--- src/rtl/ordenador4_ctrl_if.sv ---
// Handshake bundle for the 4-entry sorter: input stream, output stream
// and the busy flag. The slave modport is the sorter's view.
interface ordenador4_ctrl_if;
  logic       in_valid;
  logic [7:0] in_data;
  logic       in_ready;
  logic       out_valid;
  logic [7:0] out_data;
  logic       out_last;
  logic       out_ready;
  logic       busy;

  modport slave (
    input  in_valid, in_data, out_ready,
    output in_ready, out_valid, out_data, out_last, busy
  );

  modport master (
    output in_valid, in_data, out_ready,
    input  in_ready, out_valid, out_data, out_last, busy
  );
endinterface

--- src/rtl/ordenador4_ctrl.sv ---
// Four-entry, 8-bit ascending sorter. Loads four values, runs a fixed
// six-step bubble network through a single shared comparator, then streams
// the sorted values out with a last marker on the largest one.

// Unsigned less-than comparator shared by every sort step.
module comparador8b (
  input  logic [7:0] a,
  input  logic [7:0] b,
  output logic       s
);
  assign s = (a < b);
endmodule

module ordenador4_ctrl (
  input  logic                clk,
  input  logic                rst,
  ordenador4_ctrl_if.slave    bus
);

  typedef enum logic [1:0] {
    LOAD = 2'd0,
    SORT = 2'd1,
    OUT  = 2'd2
  } state_t;

  state_t     state_q, state_d;
  logic [1:0] wcnt_q, wcnt_d;
  logic [1:0] rcnt_q, rcnt_d;
  logic [2:0] step_q, step_d;
  logic [7:0] r_q [4];
  logic [7:0] r_d [4];

  logic [1:0] pairLo;
  logic [1:0] pairHi;
  logic [7:0] cmpA;
  logic [7:0] cmpB;
  logic       cmpLess;
  logic       inReady;
  logic       outValid;

  // Map the sort step to the lower index of the pair it compares; the
  // sequence 0,1,2,0,1,0 is a complete bubble sort of four entries.
  always_comb begin
    pairLo = 2'd0;
    case (step_q)
      3'd0, 3'd3, 3'd5: pairLo = 2'd0;
      3'd1, 3'd4:       pairLo = 2'd1;
      3'd2:             pairLo = 2'd2;
      default:          pairLo = 2'd0;
    endcase
    pairHi = pairLo + 2'd1;
    cmpA   = r_q[pairHi];
    cmpB   = r_q[pairLo];
  end

  comparador8b u_cmp (
    .a (cmpA),
    .b (cmpB),
    .s (cmpLess)
  );

  // Handshake flags come only from registered state; reset forces both low
  // so nothing is offered or accepted while the block is being cleared.
  assign inReady       = (state_q == LOAD) && !rst;
  assign outValid      = (state_q == OUT)  && !rst;
  assign bus.in_ready  = inReady;
  assign bus.out_valid = outValid;
  assign bus.out_data  = r_q[rcnt_q];
  assign bus.out_last  = (state_q == OUT) && (rcnt_q == 2'd3);
  assign bus.busy      = (state_q != LOAD);

  // Next-state logic: load counter, sort network step, output counter.
  always_comb begin
    state_d = state_q;
    wcnt_d  = wcnt_q;
    rcnt_d  = rcnt_q;
    step_d  = step_q;
    for (int i = 0; i < 4; i++) begin
      r_d[i] = r_q[i];
    end

    case (state_q)
      LOAD: begin
        if (bus.in_valid && inReady) begin
          r_d[wcnt_q] = bus.in_data;
          wcnt_d      = wcnt_q + 2'd1;
          if (wcnt_q == 2'd3) begin
            state_d = SORT;
          end
        end
      end
      SORT: begin
        // Strictly-less swap keeps equal values in place.
        if (cmpLess) begin
          r_d[pairLo] = r_q[pairHi];
          r_d[pairHi] = r_q[pairLo];
        end
        if (step_q == 3'd5) begin
          step_d  = 3'd0;
          state_d = OUT;
        end else begin
          step_d = step_q + 3'd1;
        end
      end
      OUT: begin
        if (outValid && bus.out_ready) begin
          rcnt_d = rcnt_q + 2'd1;
          if (rcnt_q == 2'd3) begin
            state_d = LOAD;
          end
        end
      end
      default: begin
        state_d = LOAD;
      end
    endcase
  end

  // State and datapath registers with synchronous reset.
  always_ff @(posedge clk) begin
    if (rst) begin
      state_q <= LOAD;
      wcnt_q  <= 2'd0;
      rcnt_q  <= 2'd0;
      step_q  <= 3'd0;
      for (int i = 0; i < 4; i++) begin
        r_q[i] <= 8'h00;
      end
    end else begin
      state_q <= state_d;
      wcnt_q  <= wcnt_d;
      rcnt_q  <= rcnt_d;
      step_q  <= step_d;
      for (int i = 0; i < 4; i++) begin
        r_q[i] <= r_d[i];
      end
    end
  end

endmodule

--- src/flat_wrapper.sv ---
// flat-port wrapper written by rule: the top's interface ports become plain ports
module ordenador4_ctrl_flat 
  (clk, rst, bus_in_valid, bus_in_data, bus_out_ready, bus_in_ready, bus_out_valid, bus_out_data, bus_out_last, bus_busy);
  ordenador4_ctrl_if bus_i ();
  input  logic clk;
  input  logic rst;
  input wire logic [$bits(bus_i.in_valid)-1:0] bus_in_valid;
  input wire logic [$bits(bus_i.in_data)-1:0] bus_in_data;
  input wire logic [$bits(bus_i.out_ready)-1:0] bus_out_ready;
  output wire logic [$bits(bus_i.in_ready)-1:0] bus_in_ready;
  output wire logic [$bits(bus_i.out_valid)-1:0] bus_out_valid;
  output wire logic [$bits(bus_i.out_data)-1:0] bus_out_data;
  output wire logic [$bits(bus_i.out_last)-1:0] bus_out_last;
  output wire logic [$bits(bus_i.busy)-1:0] bus_busy;
  assign bus_i.in_valid = bus_in_valid;
  assign bus_i.in_data = bus_in_data;
  assign bus_i.out_ready = bus_out_ready;
  assign bus_in_ready = bus_i.in_ready;
  assign bus_out_valid = bus_i.out_valid;
  assign bus_out_data = bus_i.out_data;
  assign bus_out_last = bus_i.out_last;
  assign bus_busy = bus_i.busy;
  ordenador4_ctrl u_core (.clk(clk), .rst(rst), .bus(bus_i));
endmodule
--- config.mk ---
export PLATFORM = sky130hd
export DESIGN_NAME = ordenador4_ctrl_flat
export DESIGN_NICKNAME = d
export VERILOG_FILES = /design/src/rtl/ordenador4_ctrl_if.sv /design/src/rtl/ordenador4_ctrl.sv /design/src/flat_wrapper.sv
export SDC_FILE = /design/constraint.sdc
export NUM_CORES = 1
export LEC_CHECK = 0
export CORE_UTILIZATION = 40
export CTS_CLUSTER_SIZE = 14
export DETAILED_ROUTE_END_ITERATION = 7
export SYNTH_ARGS = -nofsm -noshare
export SYNTH_HDL_FRONTEND = slang
export SYNTH_SLANG_ARGS = --single-unit
--- constraint.sdc ---
create_clock -name clk -period 5.3 [get_ports clk]
set_clock_uncertainty 0.15 [all_clocks]
set_input_delay 1.06 -clock clk [delete_from_list [all_inputs] [get_ports clk]]
set_output_delay 1.06 -clock clk [all_outputs]
set_load 0.03 [all_outputs]
# After elaboration in Yosys (flattened, before gate mapping)
# Memory sizes are Yosys's and may differ from the RTL's. A register that Yosys moved wholly into a read port is not among the register bits.
# Index checks and enable logic that the tools add are counted.
# classes
bitwise,7
add_sub_neg,4
eq_ne,13
mux,29
order_cmp,7
n_reduce_logical,15
# ops
operator,count
$bwmux W32,3
$mux W32,2
$pmux W32 S2,1
$mux W8,7
$demux W8 S2,3
$mux W2,7
$ge A3 B3 Y1 const B,3
$lt A3 B1 Y1 const B,3
$not A2 Y3,3
$logic_and A1 B1 Y1,8
$lt A8 B8 Y1,1
$ne A2 B2 Y1 const B,4
$add A2 B1 Y2 const B,3
$eq A2 B2 Y1 const B,3
$eq A3 B3 Y1 const B,2
$pmux W2 S3,1
$reduce_and A5 Y1,1
$or A1 B1 Y1,4
$pmux W2 S2,1
$reduce_and A2 Y1,2
$add A3 B1 Y3 const B,1
$eq A3 B1 Y1 const B,1
$eq A3 B2 Y1 const B,1
$mux W1,3
7 further kinds,7
# totals
output_inout_bits,12
wordCells,80
mem_count,1
in_bits,12
reg_bits,9
ramBits,32
# mem_list
name,words,width,rd,rd_clocked_by_memory_dff,wr,line_no,rtl
u_core.r_q,4,8,7,1,4,ordenador4_ctrl.sv:30,logic [7:0] r_q [4];

# Depth between registers and ports, before layout
# depth
ltp_word,13
depth_mapped,20
depth_no_buf,15

# Hierarchy
# From an unflattened synthesis, not the netlist that was laid out.
# hier_totals
hier_cells,392
area_unflattened_um2,3469.6
# modules_own_cells
mod,cells_per_inst,n_inst,area_each_um2
ordenador4_ctrl,367,1,3293.2
comparador8b,25,1,176.4

# Worst setup path after synthesis
# Ideal clock, no wire load.
# synth_timing
kind,register -> register
from,register u_core.step_q[0]
to,memory u_core.r_q[2][1]
t_arrival_ns,4.463
setup_time_ns,0.096
path_slack_ns,0.591
stages_incl_launch_ff,20
path_buffers,5
period_less_slack_ns,4.709
cell_sequence,dfxtp_1 -> buf_2 -> xnor2_1 -> nor2_2 -> inv_2 -> ha_1 -> or4b_1 -> buf_2 -> clkbuf_1 -> a21oi_1 -> inv_1 -> ha_1 -> a21oi_1 -> nand2_1 -> a311o_1 -> o211a_1 -> buf_2 -> or2_1 -> buf_6 -> o41ai_2
# synth_rtl
element,line_no,rtl
start: declaration,ordenador4_ctrl.sv:29,"logic [2:0] step_q, step_d;"
start signal: assignment,ordenador4_ctrl.sv:133,step_q <= step_d;
end: declaration,ordenador4_ctrl.sv:30,

==> flow_metrics.tcl <==
set metrics [dict create \
    power_frac_seq_pct 42.9 \
    placementRows 33 \
    power.net_switching_w 0.000302 \
    ys.flop_type "sky130_fd_sc_hd__dfxtp_1" \
    post-route-min-period_ns 4.81 \
    grt_antenna_before_repair 0 \
    setup_tns_ns 0 \
    holdCritPathClass "reg2reg" \
    via_per_inst 6.81 \
    min_period_over_period_pct 90.8 \
    yosysSeqAreaShare_pct 25.7 \
    tightestPinTransition_ns 1.11 \
    wl_met3_um 925 \
    internal_power_w 0.000521 \
    postSynth.asyncResetShare_pct 0 \
    pin_count_of_the_biggest_net_entering_global_routing 33 \
    insertedDiodeCount 0 \
    synth-edff-count 0 \
    critPathMaxFanout 17 \
    synth.yosys.warnings 0 \
    path_class "reg2reg" \
    vias_after_detailed_routing 3298 \
    synth.top_cell.area_share_pct 25.7 \
    dr_wl_met2_mm 5.01 \
    critical_path.reg2reg.endpoint "u_core.r_q[0][0]" \
    topRoutingLayerUsed "met4" \
    synth.most_common_cell "sky130_fd_sc_hd__dfxtp_1" \
    cts_num_sinks 43 \
    report.final.hold_viol_count 0 \
    grt_remaining_overflow 0 \
    number_of_buffers_created_by_cts 5 \
    netlist.top_cell.by_area "sky130_fd_sc_hd__dfxtp_1" \
    wire_per_inst_um 23.1 \
    place_inst 476 \
    postSynthCellCount 376 \
    initial_standard_cell_utilization_of_the_core_pct 41.0 \
    buffer_cell_driving_the_clock_tree_root "sky130_fd_sc_hd__clkbuf_8" \
    syn_avg_cell_area_sq_um 8.91 \
    cts_htree_levels 2 \
    grt_setup_unrepaired "false" \
    ys_types 44 \
    flow.area_growth_from_synthesis_pct 10.4 \
    outcome "complete, no violations" \
    clock_power_share_pct 26.1 \
    max_cap_violations 0 \
    nets_final 408 \
    detailedRoute.firstIterationViolations 322 \
    postLayoutCoreUtil_pct 45.2 \
    grt_use_total_pct 26.6 \
    pwr-share-comb_pct 31.1 \
    numPortBuffers 23 \
    netlist_top_cells_area "sky130_fd_sc_hd__dfxtp_1 (26%), sky130_fd_sc_hd__mux4_2 (10%), sky130_fd_sc_hd__o41ai_2 (6.8%)" \
    yosys_register_bits 43 \
    post_synthesis_instance_area_sq_mm 0.00335 \
    worst_hold_path_startpoint "u_core.rcnt_q[1]" \
    cts.clk_slew.worst_paths_ns 0.09 \
    worstSkewPairLatency_ns 0.30 \
    layout.cells.non_filler 484 \
    clock_tree_from_tritoncts "built" \
    cts.repair_timing.setup_buffer_count 0 \
    cp-start-kind "flop" \
    worstReg2RegStart "u_core.step_q[1]" \
    drtPass1Iterations 5 \
    top_cells_by_count_synth "sky130_fd_sc_hd__dfxtp_1 (43), sky130_fd_sc_hd__a21oi_1 (41), sky130_fd_sc_hd__nor2_1 (31)" \
    finalMaxSlewViolations 0 \
    power_density_mw_per_mm2 223 \
    grt_pass1_wl_mm 17.6 \
    required_ns 5.29 \
    ioPinCount 24 \
    post_cts_resized 0 \
    switching_share_pct 36.7 \
    die_x_um 93.5 \
    cp-end-kind "flop" \
    fmaxAchievable_mhz 208 \
    detail_route.wirelength_mm 11.2 \
    drc 0 \
    drive_gt1_share_pct 13.5 \
    worst-endpoint-arrival_ns 4.80 \
    first_global_vias 3156 \
    die-height_um 93.5 \
    floorplan.die_area_sq_mm 0.00874 \
    worst_slew_margin_relative_to_its_limit_pct 25.8 \
    leakage_nw 1.34 \
    hold_buffers 0 \
    hold_path_depth 2 \
    place_congestion 0.886 \
    rrSetupSlack_ns 0.49 \
    route.layer.met1.wl_mm 4.90 \
    setup_viol 0 \
    drt.antenna.violating_nets 0 \
    reg2regPathDepth 13 \
    place.detailed.hpwl_mm 7.20 \
    core_sq_mm 0.00818 \
    synth_nets 406 \
    vdd_drop_max_mv 0.0873 \
    ctsLongestPathBuffers 2 \
]
[layout make-up]
type,count,area (sq um)
Inverter,17,63.8
Clock buffer,7,76.3
Timing Repair Buffer,32,293
Tap cell,105,131
Sequential cell,43,861
Fill cell,798,4480
Multi-Input combinational cell,279,2270
Clock inverter,1,5.00
[critical path, stage by stage (launching register included)]
cell,delay [ns]
sky130_fd_sc_hd__dfxtp_1,0.47
sky130_fd_sc_hd__inv_1,0.12
sky130_fd_sc_hd__or3_1,0.45
sky130_fd_sc_hd__ha_1,0.26
sky130_fd_sc_hd__or4b_4,0.63
sky130_fd_sc_hd__a21oi_1,0.30
sky130_fd_sc_hd__inv_1,0.08
sky130_fd_sc_hd__ha_1,0.31
sky130_fd_sc_hd__a21oi_1,0.21
sky130_fd_sc_hd__nand2_1,0.07
sky130_fd_sc_hd__a311o_1,0.36
sky130_fd_sc_hd__o211a_1,0.33
sky130_fd_sc_hd__nor2_1,0.71
sky130_fd_sc_hd__a311oi_1,0.19
[worst max-delay path by stage]
stage | start | endpoint | slack [ns] | depth (start not counted)
2_1_floorplan | u_core.step_q[0] | u_core.r_q[2][1] | 0.59 | 19
3_3_place_gp | u_core.step_q[1] | u_core.r_q[3][3] | 0.50 | 13
3_5_place_dp | u_core.step_q[1] | u_core.r_q[0][2] | 0.38 | 13
4_1_cts | u_core.step_q[1] | u_core.r_q[2][5] | 0.35 | 13
5_1_grt | u_core.step_q[1] | u_core.r_q[2][5] | 0.23 | 13
6_report | u_core.step_q[1] | u_core.r_q[0][0] | 0.49 | 13
[per-layer routing]
layer | vias to the layer above | global-route usage [%]
li1 | 1467 | -
met1 | 1603 | 36.1
met2 | 192 | 40.6
met3 | 36 | 5.45
met4 | 0 | 11.7
met5 | - | 0
[per-stage QoR]
step           hold WS (ns)  area, sq um  total power [W]  worst slack [ns]
2_1_floorplan         0.304         3350         0.000523             0.591
3_3_place_gp          0.321         3610         0.000605             0.497
3_5_place_dp          0.332         3610         0.000607             0.377
4_1_cts               0.344         3690         0.000819             0.349
5_1_grt               0.379         3700         0.000858             0.228
6_report              0.345         3700         0.000823             0.488
[layout by cell type, fill, tap and decap left out, types with 9 or more instances in the layout]
| cell type | synthesis | routed |
|---|---|---|
| sky130_fd_sc_hd__mux4_2 | 15 | 15 |
| sky130_fd_sc_hd__ha_1 | 18 | 18 |
| sky130_fd_sc_hd__dfxtp_1 | 43 | 43 |
| sky130_fd_sc_hd__o211ai_1 | 27 | 27 |
| sky130_fd_sc_hd__buf_4 | 0 | 9 |
| sky130_fd_sc_hd__a21oi_1 | 41 | 41 |
| sky130_fd_sc_hd__clkdlybuf4s50_1 | 0 | 22 |
| sky130_fd_sc_hd__a221oi_1 | 22 | 22 |
| sky130_fd_sc_hd__o41ai_2 | 14 | 14 |
| sky130_fd_sc_hd__nor2_1 | 31 | 31 |
| sky130_fd_sc_hd__inv_1 | 16 | 16 |
| sky130_fd_sc_hd__nand2_1 | 20 | 20 |
[registers in the layout, indices dropped and copies added (netlist names), named ones only]
| register | flops |
|---|---|
| u_core.wcnt_q | 2 |
| u_core.state_q | 2 |
| u_core.rcnt_q | 2 |
| u_core.r_q | 32 |
| u_core.step_q | 3 |
[power by group through the flow]
stage | Sequential, W | Combinational, W | Clock [W]
after floorplan | 0.000354 | 0.000169 | 0
after global placement | 0.000360 | 0.000246 | 0
after detailed placement | 0.000359 | 0.000248 | 0
after CTS | 0.000352 | 0.000250 | 0.000217
after global routing | 0.000355 | 0.000273 | 0.000230
final | 0.000353 | 0.000256 | 0.000215
[kinds of logic after synthesis]
group / share of synthesized area, %
simple gates: 12.6
fa+ha+maj: 6.72
flops: 25.7
xor+xnor: 1.31
mux: 12.2
compound gates: 34.6
buf+inv: 6.87
No activity file was read; power rests on OpenSTA's default activity.
